File: src/rtl/wb_cp0_regfile.sv
// CP0 register file for the writeback stage: Status/Cause/EPC/Count/Compare,
// exception and eret redirect, and interrupt-pending generation.
module wb_cp0_regfile #(
   parameter logic [31:0] EX_ENTRY = 32'hBFC0_0380
) (
   input  logic        clk,
   input  logic        resetn,
   input  logic        cp0_we,
   input  logic [4:0]  cp0_rdc,
   input  logic [31:0] cp0_data,
   input  logic        ex_wb,
   input  logic        eret_flush,
   input  logic        branch_delay_wb,
   input  logic [31:0] pc,
   input  logic [4:0]  ex_code,
   input  logic [5:0]  ext_int,
   output logic [31:0] cp0_rdata,
   output logic [31:0] epc_out,
   output logic        flush,
   output logic [31:0] flush_pc,
   output logic        int_pending,
   output logic        status_exl
);

   logic        tick_q,    tick_d;
   logic [31:0] count_q,   count_d;
   logic [31:0] compare_q, compare_d;
   logic        ti_q,      ti_d;
   logic [5:0]  iphw_q,    iphw_d;
   logic [1:0]  ipsw_q,    ipsw_d;
   logic        bd_q,      bd_d;
   logic [4:0]  exccode_q, exccode_d;
   logic [31:0] epc_q,     epc_d;
   logic [7:0]  im_q,      im_d;
   logic        exl_q,     exl_d;
   logic        ie_q,      ie_d;

   logic        wr;
   logic [31:0] status_rd;
   logic [31:0] cause_rd;

   assign flush    = ex_wb | eret_flush;
   assign flush_pc = ex_wb ? EX_ENTRY : epc_q;
   assign wr       = cp0_we & ~flush;

   assign status_rd = {9'b0, 1'b1, 6'b0, im_q, 6'b0, exl_q, ie_q};
   assign cause_rd  = {bd_q, ti_q, 14'b0, iphw_q, ipsw_q, 1'b0, exccode_q, 2'b0};

   assign epc_out     = epc_q;
   assign status_exl  = exl_q;
   assign int_pending = (|({iphw_q, ipsw_q} & im_q)) & ie_q & ~exl_q;

   always_comb begin
      cp0_rdata = '0;
      case (cp0_rdc)
         5'd9:    cp0_rdata = count_q;
         5'd11:   cp0_rdata = compare_q;
         5'd12:   cp0_rdata = status_rd;
         5'd13:   cp0_rdata = cause_rd;
         5'd14:   cp0_rdata = epc_q;
         default: cp0_rdata = '0;
      endcase
   end

   always_comb begin
      tick_d    = ~tick_q;
      count_d   = tick_q ? count_q + 32'd1 : count_q;
      compare_d = compare_q;
      ti_d      = ti_q | (count_q == compare_q);
      iphw_d    = {ext_int[5] | ti_q, ext_int[4:0]};
      ipsw_d    = ipsw_q;
      bd_d      = bd_q;
      exccode_d = exccode_q;
      epc_d     = epc_q;
      im_d      = im_q;
      exl_d     = exl_q;
      ie_d      = ie_q;

      // Count/Compare writes live outside the flush priority chain below,
      // but still rely on wr, which is already gated by flush.
      if (wr && cp0_rdc == 5'd9)
         count_d = cp0_data;
      if (wr && cp0_rdc == 5'd11) begin
         compare_d = cp0_data;
         ti_d      = 1'b0;
      end

      if (ex_wb) begin
         exl_d     = 1'b1;
         exccode_d = ex_code;
         if (!exl_q) begin
            epc_d = branch_delay_wb ? pc - 32'd4 : pc;
            bd_d  = branch_delay_wb;
         end
      end else if (eret_flush) begin
         exl_d = 1'b0;
      end else if (wr) begin
         case (cp0_rdc)
            5'd12: begin
               im_d  = cp0_data[15:8];
               exl_d = cp0_data[1];
               ie_d  = cp0_data[0];
            end
            5'd13:   ipsw_d = cp0_data[9:8];
            5'd14:   epc_d  = cp0_data;
            default: ;
         endcase
      end
   end

   always_ff @(posedge clk) begin
      if (!resetn) begin
         tick_q    <= 1'b0;
         count_q   <= '0;
         compare_q <= '0;
         ti_q      <= 1'b0;
         iphw_q    <= '0;
         ipsw_q    <= '0;
         bd_q      <= 1'b0;
         exccode_q <= '0;
         epc_q     <= '0;
         im_q      <= '0;
         exl_q     <= 1'b0;
         ie_q      <= 1'b0;
      end else begin
         tick_q    <= tick_d;
         count_q   <= count_d;
         compare_q <= compare_d;
         ti_q      <= ti_d;
         iphw_q    <= iphw_d;
         ipsw_q    <= ipsw_d;
         bd_q      <= bd_d;
         exccode_q <= exccode_d;
         epc_q     <= epc_d;
         im_q      <= im_d;
         exl_q     <= exl_d;
         ie_q      <= ie_d;
      end
   end

endmodule

File: config.mk
export PLATFORM = sky130hd
export DESIGN_NAME = wb_cp0_regfile
export DESIGN_NICKNAME = d
export VERILOG_FILES = /design/src/rtl/wb_cp0_regfile.sv
export SDC_FILE = /design/constraint.sdc
export NUM_CORES = 1
export LEC_CHECK = 0
export ABC_CLOCK_PERIOD_IN_PS = 2500
export CAP_MARGIN = 5
export CORE_MARGIN = 2
export CORE_UTILIZATION = 40
export CTS_BUF_LIST = sky130_fd_sc_hd__clkbuf_2
export CTS_CLUSTER_SIZE = 12
export DETAILED_ROUTE_END_ITERATION = 6
export PLACE_DENSITY = 0.69
export SYNTH_ARGS = -nofsm -noshare
export SYNTH_HDL_FRONTEND = slang
export SYNTH_SLANG_ARGS = --single-unit
File: constraint.sdc
create_clock -name clk -period 2.5 [get_ports clk]
set_input_delay 0.5 -clock clk [delete_from_list [all_inputs] [get_ports clk]]
set_output_delay 0.5 -clock clk [all_outputs]
set_load 0.005 [all_outputs]
==> results.toml, run 1 <==
[worst_setup_path]
r2r_cells = 5
endpoint_kind = "output port"
crit_type = "reg -> out"
critPathLaunch = "epc_out[16]$_SDFFE_PN0P_"
startpoint_type = "flop"
r2r_end = "count_q[30]$_SDFFE_PN0P_"
critPathRequiredTime_ns = 2.00
crit_path_end = "flush_pc[16]"
cp_max_fo = 4
r2r_start = "count_q[6]$_SDFFE_PN0P_"
r2r_slack_ns = 0.34
crit_arrival_ns = 1.93

[logic_synthesis]
synth-simple-area-share_pct = 25.46
synth_top_family_by_area = "simple AND/OR/NAND/NOR gates"
yosys.area_share.adder_pct = 0.3404
synthesis.nets = 1019
synth-seq-area-share_pct = 33.22
ys.flop_type = "dfxtp_1"
ys_async_sr_fraction_pct = 0
synthXorXnorAreaFrac_pct = 9.769
yosys_warnings = 0
synth_compound_area_share_pct = 19.88
avgSynthCellArea_um2 = 7.897
synthMuxAreaShare_pct = 6.705
netlist_instances = 931
synth_area_um2 = 7352
synth_seq_cells = 122
ys_types = 55
synth-edff-count = 0

[pwr]
p_switching_mw = 1.324
combPwrFrac_pct = 19.0
p_clk_share_pct = 31.6
intPower_mw = 2.930
leakage_nw = 3.796
switching_share_pct = 31.12
p_per_area_nw_per_um2 = 414.1
ir_worst_vdd_mv = 0.2062
totalPowerFinal_mw = 4.254
p_seq_share_pct = 49.4

[clocking]
clock-sinks = 122
clkSlewWorstSetupHoldPaths_ns = 0.20
cts_buffers = 17
clockBufferDepth = 2
clock-root-buffer = "clkbuf_2"
ctsHoldBuffers = 0
h-tree-depth = 4
insertion_delay_ns = 0.72
cts_tree = "done"

[die]
dieArea_um2 = 19480
fp-row-count = 49
die_h_um = 139.6
die_width_um = 139.6
pin_count = 185
start_util_pct = 40.79
core_region_area_um2 = 18020

[place]
pre_cts_slack_ns = -0.5009
hpwl_um = 21100
portBuffers = 184
dp_cells = 1350
placed_area_um2 = 9864
gp_congestion = 0.9161

[sta]
whs_ns = 0.3358
post-route-period-util_pct = 97.24
hold_viol = 0
max_freq_mhz = 411.4
rsz0062_at_grt = "no"
finClkSkew_ns = 0.02091
tightest_slew_ns = 0.5372
slew-limit-headroom_pct = 63.86
timing.final.ws_setup_ns = 0.06901
fin_crit_ns = 2.431
tns_ns = 0
setup-violations-final = 0
slew_viol_final = 0

[global_route]
antenna_found_initial = 1
grt_pass1_wl_um = 41860
track_usage_pct = 27.59
grt_remaining_overflow = 0
grt_max_degree = 66
grt_pass1_vias = 7311

[route]
wirelength_um = 27530
num_vias = 7912
drt-pass1-iter-count = 5
drtIter0Drc = 799
drc = 0
vias_per_cell = 5.655
ant_nets = 0
wl_per_cell_um = 19.68

[status]
status = "completed"

[flow_run]
drv_cap = 0

[finish]
syn2layout_area_growth_pct = 39.72
nFillCells = 1719
fin_area_um2 = 10270
drive_gt1_share_pct = 17.37
fin_cells = 1399
nets = 1244
post-route-util_pct = 56.99

[min_path]
hold_class = "in -> reg"
## cells in the final DEF (no fill, tap or decap), types with 28 or more instances in the layout
cell type          n
clkdlybuf4s50_1  145
nand2_1          115
dfxtp_1          109
buf_4             81
a21oi_1           73
nor2_1            67
xnor2_1           62
mux2i_1           45
o21ai_0           41
a22o_1            36
nand3_1           28
## cells in the mapped netlist, types with 10 or more instances
master	number	area share, %
nor2b_1	24	2.0
nand3_1	28	1.9
a211oi_1	19	1.9
or2_2	15	1.3
xnor2_1	62	7.4
clkbuf_1	59	3.0
nor3_1	18	1.2
nand4_1	25	2.1
xor2_1	20	2.4
mux2i_1	47	6.4
o21ai_0	43	2.9
a21oi_1	73	5.0
nor2_1	68	3.5
a22o_1	36	4.3
a31oi_1	10	0.85
dfxtp_1	122	33
nand2_1	116	5.9
nor4_1	17	1.4
## registers in the layout, summed over array words and instances (netlist names)
register and count:
status_exl 1, bd_q 1, iphw_q 6, count_q 32, ti_q 1, ipsw_q 2
exccode_q 5, ie_q 1, tick_q 1, epc_out 32, compare_q 32, im_q 8
## final cells by class
type                            instances  area (um2)  area share (%)
Antenna cell                            1       2.502         0.02436
Clock buffer                           17       85.08          0.8283
Clock inverter                         15       167.7           1.632
Inverter                                7       26.28          0.2558
Multi-Input combinational cell        728        4673           45.49
Sequential cell                       122        2459           23.93
Tap cell                              229       286.5           2.789
Timing Repair Buffer                  280        2572           25.04
## worst max-delay path, stage by stage (launching register included)
cell             delay [ns]
dfxtp_1                0.52
nor2b_1                0.18
clkdlybuf4s50_1        0.51
## worst min path at each step
stage | startpoint | endpoint | slack (ns) | depth (start not counted)
after floorplan | bd_q$_SDFFE_PN0P_ | bd_q$_SDFFE_PN0P_ | 0.44 | 2
after global placement | bd_q$_SDFFE_PN0P_ | bd_q$_SDFFE_PN0P_ | 0.45 | 2
after detailed placement | bd_q$_SDFFE_PN0P_ | bd_q$_SDFFE_PN0P_ | 0.46 | 2
after CTS | ext_int[0] | iphw_q[0]$_SDFF_PN0_ | 0.28 | 2
after global routing | ext_int[0] | iphw_q[0]$_SDFF_PN0_ | 0.31 | 2
final | ext_int[0] | iphw_q[0]$_SDFF_PN0_ | 0.34 | 2
## power by group through the flow
stage | clock, mW | combinational [mW] | sequential, mW
6_report | 1.34 | 0.810 | 2.10
5_1_grt | 1.42 | 0.865 | 2.11
4_1_cts | 1.35 | 0.800 | 2.10
3_5_place_dp | 0 | 0.789 | 2.13
3_3_place_gp | 0 | 0.783 | 2.13
2_1_floorplan | 0 | 0.309 | 2.10
## per-layer routing
layer / vias up / wire length (um) / GRT usage [%]
met5: - / 0 / 0
met4: 0 / 704 / 9.263
met3: 47 / 2162 / 3.923
met2: 346 / 12620 / 43.27
met1: 3716 / 12040 / 39.07
li1: 3803 / - / -
## repair_timing
| action | in CTS | in global routing |
|---|---|---|
| endpoints found under the setup margin | 34 | 32 |
| pin swaps | 14 | 12 |
| gates cloned | 3 | 0 |
| gates resized for setup | 90 | 40 |
| setup buffers | 10 | 3 |
## cell families (layout without fill, tap and decap cells)
logic type	Yosys count	in the layout
AOI/OAI and AO/OA	226	226
and+or+nand+nor	369	369
adders and majority gates	2	2
xor gates and xnor gates	82	82
other	0	1
buffers and inverters	81	319
DFF	122	122
muxes	49	49
No activity file was read; power rests on OpenSTA's default activity.
==> run 2: changes to the inputs <==
Settings changed: MAX_ROUTING_LAYER from default to met4, SKIP_CTS_REPAIR_TIMING from default to 1.
==> run 2 against run 1 <==
Net effect: first-iteration DRC count is 4.3% lower; maximum frequency decreased by 2.0%; sequential share of layout area fell by 0.49 points; clock power shrank 9%; final cell count rose by 0.50%; die area stayed put; core utilization increased by 1.0 points; wire length is 1.7% higher; final area grew 1.8%; count of clock-buffer cells in the layout unchanged; register-to-register slack gained 0.03 ns; combinational power grew 2%.
==> results.toml, run 2 (same netlist as run 1, synthesis figures left out) <==
[finish]
nets = 1251
drive_gt1_share_pct = 15.73
mostFrequentLayoutCell = "clkdlybuf4s50_1"
final_cell_mix = "clkdlybuf4s50_1 (145), nand2_1 (115), dfxtp_1 (114), buf_4 (84), a21oi_1 (73)"
post-route-util_pct = 58.04
nFillCells = 1664
syn2layout_area_growth_pct = 42.29

[clocking]
cts_tree = "done"
clkSlewWorstSetupHoldPaths_ns = 0.18
insertion_delay_ns = 0.72
cts_buffers = 17
clock-sinks = 122
h-tree-depth = 4
clockBufferDepth = 2
clock-root-buffer = "clkbuf_2"

[route]
drc = 0
vias_per_cell = 5.680
drt-pass1-iter-count = 6
wirelength_um = 28000
drtIter0Drc = 765
num_vias = 7986
ant_nets = 0
wl_per_cell_um = 19.92

[pwr]
ir_worst_vdd_mv = 0.2988
leakage_nw = 4.332
p_per_area_nw_per_um2 = 396.1

[sta]
whs_ns = 0.3463
hold_viol = 0
timing.final.ws_setup_ns = 0.01860
rsz0062_at_grt = "yes"
setup-violations-final = 0
tightest_slew_ns = 0.5938
slew-limit-headroom_pct = 60.05
slew_viol_final = 0
max_freq_mhz = 403.0
post-route-period-util_pct = 99.26
finClkSkew_ns = 0.02183
fin_crit_ns = 2.481
tns_ns = 0

[global_route]
grt_remaining_overflow = 0
track_usage_pct = 27.99
grt_pass1_wl_um = 41210
antenna_found_initial = 1
grt_max_degree = 66
grt_pass1_vias = 7231

[place]
pre_cts_slack_ns = -0.4856
gp_congestion = 0.9427
hpwl_um = 21000
portBuffers = 184

[worst_setup_path]
startpoint_type = "input port"
crit_type = "in -> out"
cp_max_fo = 6
critPathRequiredTime_ns = 2.00
crit_arrival_ns = 1.98
endpoint_kind = "output port"

[die]
core_region_area_um2 = 18020
dieArea_um2 = 19480
pin_count = 185
die_h_um = 139.6
start_util_pct = 40.79
die_width_um = 139.6
fp-row-count = 49

[status]
status = "completed"

[min_path]
hold_class = "in -> reg"

[flow_run]
drv_cap = 0
## run 2: layout make-up
cell class	instances	area (um2)	share of cell area [%]
multi-input combinational	728	4636	44.31
timing repair buffer	287	2839	27.14
sequential	122	2452	23.44
tap	229	286.5	2.739
clock inverter	15	133.9	1.280
clock buffer	17	85.08	0.8133
inverter	7	26.28	0.2512
antenna	1	2.502	0.02392
## run 2: critical path: stages
cell,delay [ns]
dlymetal6s2s_1,0.14
buf_4,0.15
nor4bb_4,0.35
buf_4,0.20
clkbuf_16,0.13
buf_8,0.11
a22o_1,0.13
a22oi_1,0.06
nand2_1,0.08
clkbuf_2,0.11
## run 2: final timing paths
path / start / end / slack, ns / cells after the start
hold reg to reg: bd_q$_SDFFE_PN0P_ / bd_q$_SDFFE_PN0P_ / 0.48 / 2
hold / removal: ext_int[3] / iphw_q[3]$_SDFF_PN0_ / 0.35 / 2
setup reg to reg: count_q[6]$_SDFFE_PN0P_ / count_q[30]$_SDFFE_PN0P_ / 0.37 / 5
setup / recovery: cp0_rdc[0] / cp0_rdata[2] / 0.02 / 10
## run 2: metal layers
metal  global-route usage, %  vias to the layer above  wire length, um
li1                        -                     3818                -
met1                   38.99                     3782            12390
met2                   42.21                      342            12990
met3                   3.923                       44             1938
met4                   8.684                        0              686
met5                       -                        -                0
## run 2: stage by stage
step / power [mW] / instances / instance area (um2)
global route: 4.314 / 1406 / 10460
CTS: 4.121 / 1379 / 10070
floorplan: 2.407 / 931 / 7352
finish: 4.144 / 1406 / 10460
detailed placement: 2.922 / 1347 / 9854
global placement: 2.916 / 1347 / 9854
## run 2: report_power, final
| group | internal, mW | total [mW] | switching (mW) | leakage, nW |
|---|---|---|---|---|
| combinational | 0.456 | 0.827 | 0.372 | 3.20 |
| sequential | 2.01 | 2.10 | 0.0861 | 0.996 |
| clock | 0.438 | 1.22 | 0.782 | 0.134 |
| total | 2.90 | 4.14 | 1.24 | 4.33 |
==> run 3: changes to the inputs <==
Settings changed: MAX_ROUTING_LAYER met4 to default, SETUP_SLACK_MARGIN from default to 0.15.
==> run 3 against run 2 <==
Net effect: clock power increased by 11%; register-to-register slack got worse by 0.03 ns; maximum frequency increased by 2.2%; final cell count increased by 1.6%; largest power group unchanged; critical endpoint is now cp0_rdata[30]; combinational power increased by 6.0%; first-iteration DRC count increased by 9.7%.
==> results.toml, run 3 (same netlist as run 1, synthesis figures left out) <==
[route]
wirelength_um = 28270
ant_nets = 0
vias_per_cell = 5.655
drtIter0Drc = 839
wl_per_cell_um = 19.80
drt-pass1-iter-count = 5
num_vias = 8075
drc = 0

[worst_setup_path]
path_cells = "buf_6, buf_6, nor4bb_4, buf_2, buf_6, buf_6, a22o_1, a22oi_2, nand2_1, clkbuf_2"
crit_arrival_ns = 1.93
critPathRequiredTime_ns = 2.00
startpoint_type = "input port"
crit_path_max_incr_delay_ns = 0.40
crit_top_cell = "buf_6"
r2r_slack_ns = 0.34
endpoint_kind = "output port"
cp_max_fo = 5
cp_slowest_cell = "nor4bb_4"
crit_type = "in -> out"

[finish]
final_cell_mix = "clkdlybuf4s50_1 (126), nand2_1 (116), buf_4 (105), a21oi_1 (73), dfxtp_1 (73)"
post-route-util_pct = 59.72
fin_cells = 1428
nFillCells = 1620
drive_gt1_share_pct = 22.54
syn2layout_area_growth_pct = 46.41
mostFrequentLayoutCell = "clkdlybuf4s50_1"
nets = 1273
seq_area_um2 = 2566
fin_area_um2 = 10760
multi_input_area_um2 = 4698

[die]
dieArea_um2 = 19480
die_width_um = 139.6
start_util_pct = 40.79
core_region_area_um2 = 18020
fp-row-count = 49
pin_count = 185
die_h_um = 139.6

[place]
placed_area_um2 = 9864
dp_cells = 1350
hpwl_um = 21100
gp_congestion = 0.9161
portBuffers = 184

[clocking]
clkSlewWorstSetupHoldPaths_ns = 0.21
h-tree-depth = 4
cts_buffers = 17
clock-sinks = 122
clock-root-buffer = "clkbuf_2"
insertion_delay_ns = 0.74
cts_tree = "done"
clockBufferDepth = 2

[sta]
max_freq_mhz = 412.1
post-route-period-util_pct = 97.08
setup-violations-final = 0
slew-limit-headroom_pct = 64.06
tightest_slew_ns = 0.5342
slew_viol_final = 0
fin_crit_ns = 2.427
tns_ns = 0
finClkSkew_ns = 0.02441
hold_viol = 0
rsz0062_at_grt = "yes"

[min_path]
hold_class = "in -> reg"

[pwr]
switching_share_pct = 31.15
leakage_nw = 4.524
p_switching_mw = 1.341
p_per_area_nw_per_um2 = 399.9
totalPowerFinal_mw = 4.305
ir_worst_vdd_mv = 0.2048
intPower_mw = 2.964
p_seq_share_pct = 48.4
combPwrFrac_pct = 20.4
p_clk_share_pct = 31.3

[global_route]
grt_pass1_vias = 7251
grt_pass1_wl_um = 41300
grt_remaining_overflow = 0
grt_max_degree = 66
track_usage_pct = 27.15
antenna_found_initial = 1

[flow_run]
drv_cap = 0

[status]
status = "completed"
-- run 3: changes by cell type in the layout (fill, tap and decap cells not counted), moves of 5 or more --
cell             before  now
mux2i_2               0    5
dlymetal6s2s_1       31   41
buf_6                 7   15
dfxtp_4               0   25
mux2i_1              47   40
dfxtp_1             114   73
clkinv_2              7    1
buf_4                84  105
clkdlybuf4s50_1     145  126
dfxtp_2               8   24
-- run 3: final timing paths --
| path | from | end | cells after the start |
|---|---|---|---|
| min | ext_int[0] | iphw_q[0]$_SDFF_PN0_ | 2 |
| min reg2reg | bd_q$_SDFFE_PN0P_ | bd_q$_SDFFE_PN0P_ | 2 |
| max reg2reg | count_q[6]$_SDFFE_PN0P_ | count_q[30]$_SDFFE_PN0P_ | 5 |
| max | cp0_rdc[0] | cp0_rdata[30] | 10 |
-- run 3: worst max-delay path: cells and delay by family --
family / cells / cell delay [ns]
compound gates: 2 / 0.20
simple gates: 2 / 0.47
buf+inv: 6 / 0.75
-- run 3: routing by layer --
layer,share of wire [%],vias to the layer above,track usage [%]
li1,-,3861,-
met1,43,3824,38.20
met2,47,351,42.41
met3,8.1,39,4.439
met4,2.0,0,9.211
met5,0,-,0
-- run 3: metrics by stage --
stage               hold WS, ns  worst slack (ns)
floorplan                0.4366            0.1651
global placement         0.4515           -0.5121
detailed placement       0.4574           -0.5009
CTS                      0.2841           -0.5181
global route             0.2740          0.006578
finish                   0.3231           0.07311
-- run 3: final cells by class --
| cell class | instances | area share, % |
|---|---|---|
| Clock inverter | 15 | 1.558 |
| Multi-Input combinational cell | 728 | 43.65 |
| Timing Repair Buffer | 309 | 27.23 |
| Sequential cell | 122 | 23.84 |
| Tap cell | 229 | 2.662 |
| Antenna cell | 1 | 0.02325 |
| Inverter | 7 | 0.2441 |
| Clock buffer | 17 | 0.7904 |
-- run 3: power groups by stage --
stage / Combinational, mW / Clock (mW) / Sequential, mW
6_report: 0.877 / 1.35 / 2.08
4_1_cts: 0.792 / 1.35 / 2.10
2_1_floorplan: 0.309 / 0 / 2.10
3_5_place_dp: 0.789 / 0 / 2.13
5_1_grt: 0.931 / 1.43 / 2.09
3_3_place_gp: 0.783 / 0 / 2.13
